[src/rtl/i2c_pkg.sv]
// i2c_pkg: shared types for the write-only I2C master.
//   state_t   - transfer FSM states
//   quarter_t - index of the SCL quarter-period within one bit
//   I2C_WR    - R/W bit value for a write transfer
package i2c_pkg;

  typedef enum logic [2:0] {
    IDLE,
    START,
    ADDR,
    ADDR_ACK,
    FETCH,
    DATA,
    DATA_ACK,
    STOP
  } state_t;

  typedef enum logic [1:0] {
    Q0,
    Q1,
    Q2,
    Q3
  } quarter_t;

  localparam logic I2C_WR = 1'b0;

endpackage

[src/rtl/i2c_tick_gen.sv]
// i2c_tick_gen: SCL quarter-period timebase.
// A down-counter reloads to CLK_DIV-1 and fires a one-cycle tick at terminal
// count; every tick advances the quarter index Q0->Q1->Q2->Q3->Q0.
// Ports:
//   clk, reset  system clock, async active-low reset
//   en          run enable; when low the counter and quarter are re-armed so
//               the next enabled period starts with a full-length Q0
//   hold        freezes counter and quarter (FSM fetch, clock stretching)
//   tick        end of the current quarter
//   quarter     current quarter index
module i2c_tick_gen
  import i2c_pkg::*;
#(
  parameter int CLK_DIV = 250
) (
  input  logic     clk,
  input  logic     reset,
  input  logic     en,
  input  logic     hold,
  output logic     tick,
  output quarter_t quarter
);

  localparam int CW = $clog2(CLK_DIV);

  logic [CW-1:0] cnt;

  assign tick = en && !hold && (cnt == '0);

  always_ff @(posedge clk or negedge reset) begin
    if (!reset) begin
      cnt     <= CW'(CLK_DIV - 1);
      quarter <= Q0;
    end else if (!en) begin
      cnt     <= CW'(CLK_DIV - 1);
      quarter <= Q0;
    end else if (!hold) begin
      if (cnt == '0) begin
        cnt     <= CW'(CLK_DIV - 1);
        quarter <= quarter_t'(quarter + 2'd1);
      end else begin
        cnt <= cnt - CW'(1);
      end
    end
  end

endmodule

[src/rtl/i2c_master_tx.sv]
// i2c_master_tx: write-only I2C master draining a byte FIFO onto the bus.
// Sends START, {addr,W}, FIFO bytes MSB-first, STOP; aborts with STOP on NACK.
// SCL/SDA are open-drain: *_oe = 1 pulls the line low.
// Build option: define I2C_CLK_STRETCH_EN to let a slave holding SCL low
// stretch the high phase (quarter counter holds in Q1/Q2 while scl_in = 0).
// Ports:
//   clk, reset          system clock, async active-low reset
//   start               one-cycle request, accepted only in IDLE
//   slave_addr          7-bit target address, latched on start
//   byte_cnt            bytes to send (0 = until FIFO empty), latched on start
//   fifo_empty          FIFO empty flag
//   fifo_dout           FIFO read data, valid the cycle after fifo_rd
//   fifo_rd             one-cycle pop request
//   scl_oe, sda_oe      open-drain pull-down enables
//   sda_in, scl_in      sampled bus lines
//   busy                transfer in progress
//   done                one-cycle pulse on return to IDLE
//   nack_err            sticky NACK flag, cleared on the next accepted start
//
// state    | meaning
// ---------+-----------------------------------------------------------
// IDLE     | bus released, waiting for start
// START    | Q1: SDA falls with SCL high; Q3: SCL pulled low
// ADDR     | shifting {slave_addr, W}, 8 bits
// ADDR_ACK | SDA released, slave ACK sampled at end of Q2
// FETCH    | timebase frozen; decide STOP or pop one byte from the FIFO
// DATA     | shifting one data byte
// DATA_ACK | SDA released, slave ACK sampled; count byte on ACK
// STOP     | SDA low, SCL released, then SDA released
module i2c_master_tx
  import i2c_pkg::*;
#(
  parameter int CLK_DIV = 250,
  parameter int DATA_W  = 8
) (
  input  logic              clk,
  input  logic              reset,
  input  logic              start,
  input  logic [6:0]        slave_addr,
  input  logic [7:0]        byte_cnt,
  input  logic              fifo_empty,
  input  logic [DATA_W-1:0] fifo_dout,
  output logic              fifo_rd,
  output logic              scl_oe,
  output logic              sda_oe,
  input  logic              sda_in,
  input  logic              scl_in,
  output logic              busy,
  output logic              done,
  output logic              nack_err
);

  localparam int BCW = $clog2(DATA_W);

  state_t            state, state_nxt;
  quarter_t          quarter;
  logic              tick, hold, stretch_hold;
  logic              q_end, q_sample, bit_scl_oe, limit_hit;
  logic [DATA_W-1:0] shreg;
  logic [BCW-1:0]    bit_cnt;
  logic [7:0]        byte_cnt_q, sent;
  logic              ack_nack, rd_pend;

  assign busy       = (state != IDLE);
  assign q_end      = tick && (quarter == Q3);
  assign q_sample   = tick && (quarter == Q2);
  assign bit_scl_oe = (quarter == Q0) || (quarter == Q3);
  assign limit_hit  = fifo_empty || ((byte_cnt_q != 8'd0) && (sent == byte_cnt_q));

`ifdef I2C_CLK_STRETCH_EN
  assign stretch_hold = ((quarter == Q1) || (quarter == Q2)) && !scl_in;
`else
  logic unused_scl_in;
  assign unused_scl_in = scl_in;
  assign stretch_hold  = 1'b0;
`endif

  // The timebase is frozen in FETCH so the next data bit starts with a full Q0.
  assign hold = (state == FETCH) || stretch_hold;

  i2c_tick_gen #(
    .CLK_DIV (CLK_DIV)
  ) u_tick_gen (
    .clk     (clk),
    .reset   (reset),
    .en      (busy),
    .hold    (hold),
    .tick    (tick),
    .quarter (quarter)
  );

  always_ff @(posedge clk or negedge reset) begin
    if (!reset) state <= IDLE;
    else        state <= state_nxt;
  end

  always_comb begin
    state_nxt = state;
    scl_oe    = 1'b0;
    sda_oe    = 1'b0;
    fifo_rd   = 1'b0;
    case (state)
      IDLE: begin
        if (start) state_nxt = START;
      end
      START: begin
        scl_oe = (quarter == Q3);
        sda_oe = (quarter != Q0);
        if (q_end) state_nxt = ADDR;
      end
      ADDR: begin
        scl_oe = bit_scl_oe;
        sda_oe = ~shreg[DATA_W-1];
        if (q_end && (bit_cnt == '0)) state_nxt = ADDR_ACK;
      end
      ADDR_ACK: begin
        scl_oe = bit_scl_oe;
        if (q_end) state_nxt = ack_nack ? STOP : FETCH;
      end
      FETCH: begin
        scl_oe = 1'b1;
        // Once a pop is in flight the limit is not re-evaluated: fifo_empty
        // may already reflect the byte being loaded.
        if (rd_pend)        state_nxt = DATA;
        else if (limit_hit) state_nxt = STOP;
        else                fifo_rd   = 1'b1;
      end
      DATA: begin
        scl_oe = bit_scl_oe;
        sda_oe = ~shreg[DATA_W-1];
        if (q_end && (bit_cnt == '0)) state_nxt = DATA_ACK;
      end
      DATA_ACK: begin
        scl_oe = bit_scl_oe;
        if (q_end) state_nxt = ack_nack ? STOP : FETCH;
      end
      STOP: begin
        scl_oe = (quarter == Q0);
        sda_oe = (quarter != Q3);
        if (q_end) state_nxt = IDLE;
      end
      default: state_nxt = IDLE;
    endcase
  end

  always_ff @(posedge clk or negedge reset) begin
    if (!reset) begin
      shreg      <= '0;
      bit_cnt    <= '0;
      byte_cnt_q <= '0;
      sent       <= '0;
      ack_nack   <= 1'b0;
      rd_pend    <= 1'b0;
      nack_err   <= 1'b0;
      done       <= 1'b0;
    end else begin
      done <= (state == STOP) && q_end;
      case (state)
        IDLE: begin
          if (start) begin
            nack_err                <= 1'b0;
            byte_cnt_q              <= byte_cnt;
            sent                    <= '0;
            rd_pend                 <= 1'b0;
            shreg                   <= '0;
            shreg[DATA_W-1 -: 8]    <= {slave_addr, I2C_WR};
            bit_cnt                 <= BCW'(7);
          end
        end
        ADDR, DATA: begin
          if (q_end && (bit_cnt != '0)) begin
            shreg   <= {shreg[DATA_W-2:0], 1'b0};
            bit_cnt <= bit_cnt - BCW'(1);
          end
        end
        ADDR_ACK, DATA_ACK: begin
          if (q_sample) ack_nack <= sda_in;
          if (q_end) begin
            if (ack_nack)                              nack_err <= 1'b1;
            else if ((state == DATA_ACK) && (sent != 8'hFF)) sent <= sent + 8'd1;
          end
        end
        FETCH: begin
          if (rd_pend) begin
            shreg   <= fifo_dout;
            bit_cnt <= BCW'(DATA_W - 1);
            rd_pend <= 1'b0;
          end else if (!limit_hit) begin
            rd_pend <= 1'b1;
          end
        end
        default: ;
      endcase
    end
  end

endmodule
[config.mk]
export PLATFORM = sky130hd
export DESIGN_NAME = i2c_master_tx
export DESIGN_NICKNAME = d
export VERILOG_FILES = /design/src/rtl/i2c_pkg.sv /design/src/rtl/i2c_tick_gen.sv /design/src/rtl/i2c_master_tx.sv
export SDC_FILE = /design/constraint.sdc
export NUM_CORES = 1
export LEC_CHECK = 0
export ABC_CLOCK_PERIOD_IN_PS = 2700
export CAP_MARGIN = 10
export CORE_MARGIN = 2
export CORE_UTILIZATION = 55
export DETAILED_ROUTE_END_ITERATION = 7
export HOLD_SLACK_MARGIN = 0.1
export PLACE_DENSITY = 0.8
export SYNTH_ARGS = -nofsm -noshare
export SYNTH_HDL_FRONTEND = slang
export SYNTH_SLANG_ARGS = --single-unit
[constraint.sdc]
create_clock -name clk -period 2.7 [get_ports clk]
set_clock_uncertainty 0.1 [all_clocks]
set_input_delay 0.27 -clock clk [delete_from_list [all_inputs] [get_ports clk]]
set_output_delay 0.27 -clock clk [all_outputs]
set_load 0.02 [all_outputs]
# Word level (Yosys, flattened, before mapping)
# Cells that the tools add are included.
[totals]
regBits = 44
input_bits = 29
out_inout_bits = 6
word_cells = 115
[classes]
addsub = 4
n_eq_ne = 26
muxes = 39
n_bitwise = 1
reduce_logical = 34
[op_table]
columns = ["operator", "n"]
rows = [
  ["two-way mux 8 bit", 10],
  ["two-way mux 3 bit", 11],
  ["case mux 8 bit (3 select lines)", 1],
  ["case mux 3 bit (7 select lines)", 1],
  ["inequality test 2 bit (second input constant)", 10],
  ["case mux 8 bit (2 select lines)", 1],
  ["equality test 3 bit (second input constant)", 4],
  ["logical AND 1 bit", 9],
  ["case mux 3 bit (3 select lines)", 1],
  ["nonzero test 3 bit", 3],
  ["adder 8 x 1 -> 8 bit (second input constant)", 1],
  ["equality test 8 bit", 1],
  ["logical NOT 8 bit", 1],
  ["two-way mux 2 bit", 4],
  ["inequality test 2 x 1 -> 1 bit (second input constant)", 4],
  ["inequality test 8 bit (second input constant)", 1],
  ["AND reduction 2 bit", 4],
  ["AND reduction 4 bit", 2],
  ["nonzero test 8 bit", 1],
  ["subtractor 8 x 1 -> 8 bit (second input constant)", 1],
  ["AND reduction 7 bit", 1],
  ["equality test 3 x 2 -> 1 bit (second input constant)", 2],
  ["logical NOT 3 bit", 2],
  ["two-way mux 1 bit", 6],
  ["16 further kinds", 22],
]

# Logic depth before layout (Yosys ltp)
[logic_depth]
depth_word = 8
ltp_mapped = 8
depth_no_buf = 7

# Hierarchy
# From an unflattened synthesis, not the netlist that was laid out.
[unflattened]
hier_cells = 303
area_unflattened_um2 = 2752.6
[modules_own_cells]
columns = ["mod", "instances", "cells_each", "area_each_um2", "seq_area_each_um2"]
rows = [
  ["i2c_master_tx", 1, 238, 2114.5, 850.8],
  ["i2c_tick_gen", 1, 65, 638.1, 257.7],
]

# Worst setup path before layout
# OpenSTA, ideal clock, no wires.
[synth_timing]
path_kind = "register -> register"
from = "register state[0]"
to = "register state[0]"
arrival_ps = 2112
t_required_ps = 2479
path_slack_ps = 366
path_stages_with_launch = 8
path_buffers = 2
synth_period_minus_slack_ps = 2334
cell_sequence = "dfrtp_1 buf_2 or3b_1 clkbuf_1 or3_1 a31oi_1 nor3b_1 o22a_1"
[synth_between]
elab_chain_len = 8
elab_cells_between_ends = 24
cone_classes = "eq/ne: 14; mux: 1; reduce/logical: 9"
[synth_lines]
columns = ["item", "line", "text"]
rows = [
  ["from (decl)", "i2c_master_tx.sv:55", "state_t state, state_nxt;"],
  ["from (signal assigned)", "i2c_master_tx.sv:94", "else state <= state_nxt;"],
  ["equality test 3 bit", "i2c_master_tx.sv:79, i2c_master_tx.sv:102", ""],
  ["logical NOT 1 bit", "-", ""],
  ["logical AND 1 bit (2 in series)", "i2c_tick_gen.sv:28", "assign tick = en && !hold && (cnt == '0);"],
  ["logical AND 1 bit", "i2c_master_tx.sv:65", "assign q_end = tick && (quarter == Q3);"],
  ["logical AND 1 bit", "i2c_master_tx.sv:114, i2c_master_tx.sv:131", ""],
  ["inequality test 2 bit (no source line)", "-", ""],
  ["AND reduction 7 bit (no source line)", "-", ""],
]
# Several ways; a longest one is shown, not always the timed one.
# A chain may end at the register's enable or synchronous reset.

# Worst setup path in the final report
[layout_timing]
from = "register state[0]"
to = "output busy"
[layout_between]
elab_chain_len = 1
[layout_lines]
columns = ["item", "line", "text"]
rows = [
  ["nonzero test 3 bit", "i2c_master_tx.sv:64", "assign busy = (state != IDLE);"],
  ["to (decl)", "i2c_master_tx.sv:48", "output logic busy,"],
]
# Every way passes these cells.

==> flow_metrics.py <==
metrics = {
    "status": {
        "status": "complete, no violations",
    },
    "place": {
        "place.detailed.hpwl_mm": 4.05,
        "port_buffers": 33,
        "globalplace.congestion": 0.837,
        "post_dp_cell_area_mm2": 0.00295,
        "post-place-cells": 376,
    },
    "clock_network": {
        "cts_tree": "yes",
        "path_clk_slew_ns": 0.08,
        "clk_latency_ns": 0.29,
        "root_buffer": "clkbuf_8",
        "cts_max_path_buffers": 2,
        "htree_levels": 2,
        "numCtsBuffers": 5,
        "cts_num_sinks": 44,
    },
    "sta": {
        "relSlewSlack": 0.358,
        "rsz0062_at_grt": "no",
        "final.setup.tns_ns": 0,
        "fmax_mhz": 398,
        "setup_viol": 0,
        "period_minus_slack_ns": 2.51,
        "tightest_slew_ns": 0.963,
        "maxSlewViolCount": 0,
        "hold_viol": 0,
        "finalCritPeriodShare": 0.931,
    },
    "synth": {
        "postSynthCellCount": 294,
        "synth_edf_count": 0,
        "synth_cell_type_count": 53,
        "synth_most_common_cell": "nand2_1",
        "syn_nets": 331,
        "synth-main-ff-cell": "dfrtp_1",
        "ys_seq_elements": 44,
        "synthArstFlopShare": 1.00,
        "synth_top_area_share": 0.373,
        "synth_largest_area_cell": "dfrtp_1",
        "syn_area_per_cell_um2": 8.67,
        "netlist_area_mm2": 0.00255,
        "synthTopCellsByCount": "51 x nand2_1, 38 x dfrtp_1, 27 x a21oi_1",
        "synth_warnings": 0,
        "ys_seq_area_frac": 0.435,
        "synth_area_leaders": "dfrtp_1 37%, nand2_1 7.5%, dfstp_2 6.2%",
    },
    "setup_path": {
        "cp-start-kind": "flop",
        "path_max_fanout": 18,
        "path_depth": 5,
        "r2r_start": "u_tick_gen.cnt[1]$_DFFE_PN0P_",
        "crit_path_cell_trace": "buf_4 > or2_2 > nor2_1 > inv_1 > clkdlybuf4s50_1",
        "crit_path_end_kind": "primary output",
        "reg2reg_depth": 7,
        "slowest_delay_ns": 0.55,
        "worstPathRequired_ns": 2.33,
        "critPathBufInv": 3,
        "crit_slowest_cell": "clkdlybuf4s50_1",
        "arrival_ns": 2.14,
        "crit_family": "buffers and inverters",
        "startpoint": "state[0]$_DFFE_PN0P_",
        "path_class": "flop to primary output",
    },
    "grt": {
        "gr-total-overflow": 0,
        "grt_pass1_wl_mm": 9.61,
        "antenna_found_initial": 0,
        "grt_max_degree": 45,
        "track_usage": 0.230,
        "grt_pass1_vias": 2091,
    },
    "die": {
        "initial_core_util": 0.577,
        "io_pins": 35,
        "placementRows": 24,
        "die_h_um": 72.1,
        "die_x_um": 72.1,
        "die_area_mm2": 0.00519,
        "coreArea_mm2": 0.00441,
    },
    "layout": {
        "post-route-cell-area_mm2": 0.00306,
        "drive_gt1_frac": 0.102,
        "area_delta_synth_final_pct": 20.0,
        "finalNetCount": 369,
        "antennaDiodeCount": 0,
        "fin_cells": 385,
    },
    "pwr": {
        "leakage_uw": 0.00136,
        "vdd_drop_max_v": 0.000489,
        "p_sw_uw": 973,
        "pwr_density_cell_mw_per_mm2": 818,
        "pwr-share-seq": 0.434,
        "switching_share": 0.389,
        "p_int_uw": 1530,
        "combPwrFrac": 0.393,
        "p_clk_frac": 0.174,
    },
    "route": {
        "drt_iter0_drc": 221,
        "drc": 0,
        "wl_per_cell_um": 14.3,
        "ant_nets": 0,
        "drt_wl_total_mm": 5.51,
        "avgViaCountPerCell": 5.75,
        "vias": 2215,
        "firstDrtPassIters": 5,
    },
    "hold_path": {
        "min_delay_path_depth": 2,
        "min_from": "shreg[6]$_DFFE_PN0P_",
        "hold_class": "flop to flop",
    },
    "job": {
        "drv_cap": 0,
    },
}
## worst paths after layout
path	slack [ns]	to
max in group asynchronous	1.32	u_tick_gen.quarter[0]$_DFFE_PN0P_
setup reg to reg	0.27	sent[5]$_DFFE_PN0P_
hold reg to reg	0.39	shreg[6]$_DFFE_PN0P_
min in group asynchronous	0.56	sent[6]$_DFFE_PN0P_
setup / recovery	0.19	busy
hold / removal	0.39	shreg[6]$_DFFE_PN0P_
## cell families after synthesis
group | count (synthesis) | share of synthesized area
and+or+nand+nor | 117 | 0.226
buffers and inverters | 25 | 0.0417
DFF | 44 | 0.435
adders and majority gates | 8 | 0.0393
xor gates and xnor gates | 11 | 0.0378
AOI/OAI and AO/OA | 85 | 0.204
muxes | 4 | 0.0162
## layer usage
layer	global-route usage	routed length, µm	vias to the layer above
met2	0.359	2700	44
li1	-	-	1116
met3	0.0486	215	11
met5	0	0	-
met1	0.332	2540	1044
met4	0.0545	64	0
## placed cells by master, fill, tap and decap left out, types with 8 or more instances in the layout
cell and instances:
buf_4 9, xor2_1 9, a21oi_1 27, o21ai_0 23
clkdlybuf4s50_1 31, ha_1 8, a22o_1 8, nor2_1 23
inv_1 13, dfrtp_1 38, nand2_1 51
## area by class of cell
type	count	area, µm²
Timing Repair Buffer	43	405
Sequential cell	44	1110
Clock buffer	6	82.6
Tap cell	52	65.1
Inverter	13	48.8
Multi-Input combinational cell	225	1330
Clock inverter	2	15.0
Fill cell	350	1360
## worst reg2reg max path, cell delays in order (launching register included)
cell and delay [ns]:
dfrtp_1 0.40, inv_1 0.12, ha_1 0.18, or3b_2 0.51, nor3_4 0.26, o22ai_2 0.20, or4_1 0.44, a21oi_1 0.15
## state kept, by name, indices dropped and copies added, names as in the netlist
| register | flops |
|---|---|
| rd_pend | 1 |
| byte_cnt_q | 8 |
| u_tick_gen.quarter | 2 |
| ack_nack | 1 |
| shreg | 8 |
| u_tick_gen.cnt | 8 |
| done | 1 |
| bit_cnt | 3 |
| nack_err | 1 |
| state | 3 |
| sent | 8 |
## stage by stage
step	utilization	power [µW]	setup slack (ns)	hold WS (ns)
floorplan	-	1770	0.366	-0.126
global placement	0.668	2040	0.328	0.364
detailed placement	0.668	2080	0.273	0.371
CTS	0.692	2520	0.0294	0.391
global route	0.693	2710	0.0350	0.414
finish	0.693	2500	0.187	0.386
## power groups by stage
stage / clock network (µW) / registers, µW / logic [µW]
2_1_floorplan: 0 / 1050 / 728
3_3_place_gp: 0 / 1090 / 955
3_5_place_dp: 0 / 1100 / 980
4_1_cts: 447 / 1080 / 987
5_1_grt: 473 / 1120 / 1120
6_report: 435 / 1080 / 982
## what timing repair did
action                                  in CTS  in global routing
buffers inserted                             0                  0
endpoints found under the setup margin       0                  1
resized for setup                            0                  1
hold endpoints to repair                    38                  0
hold buffers                                 1                  0
(Power assumes the default switching activity.)
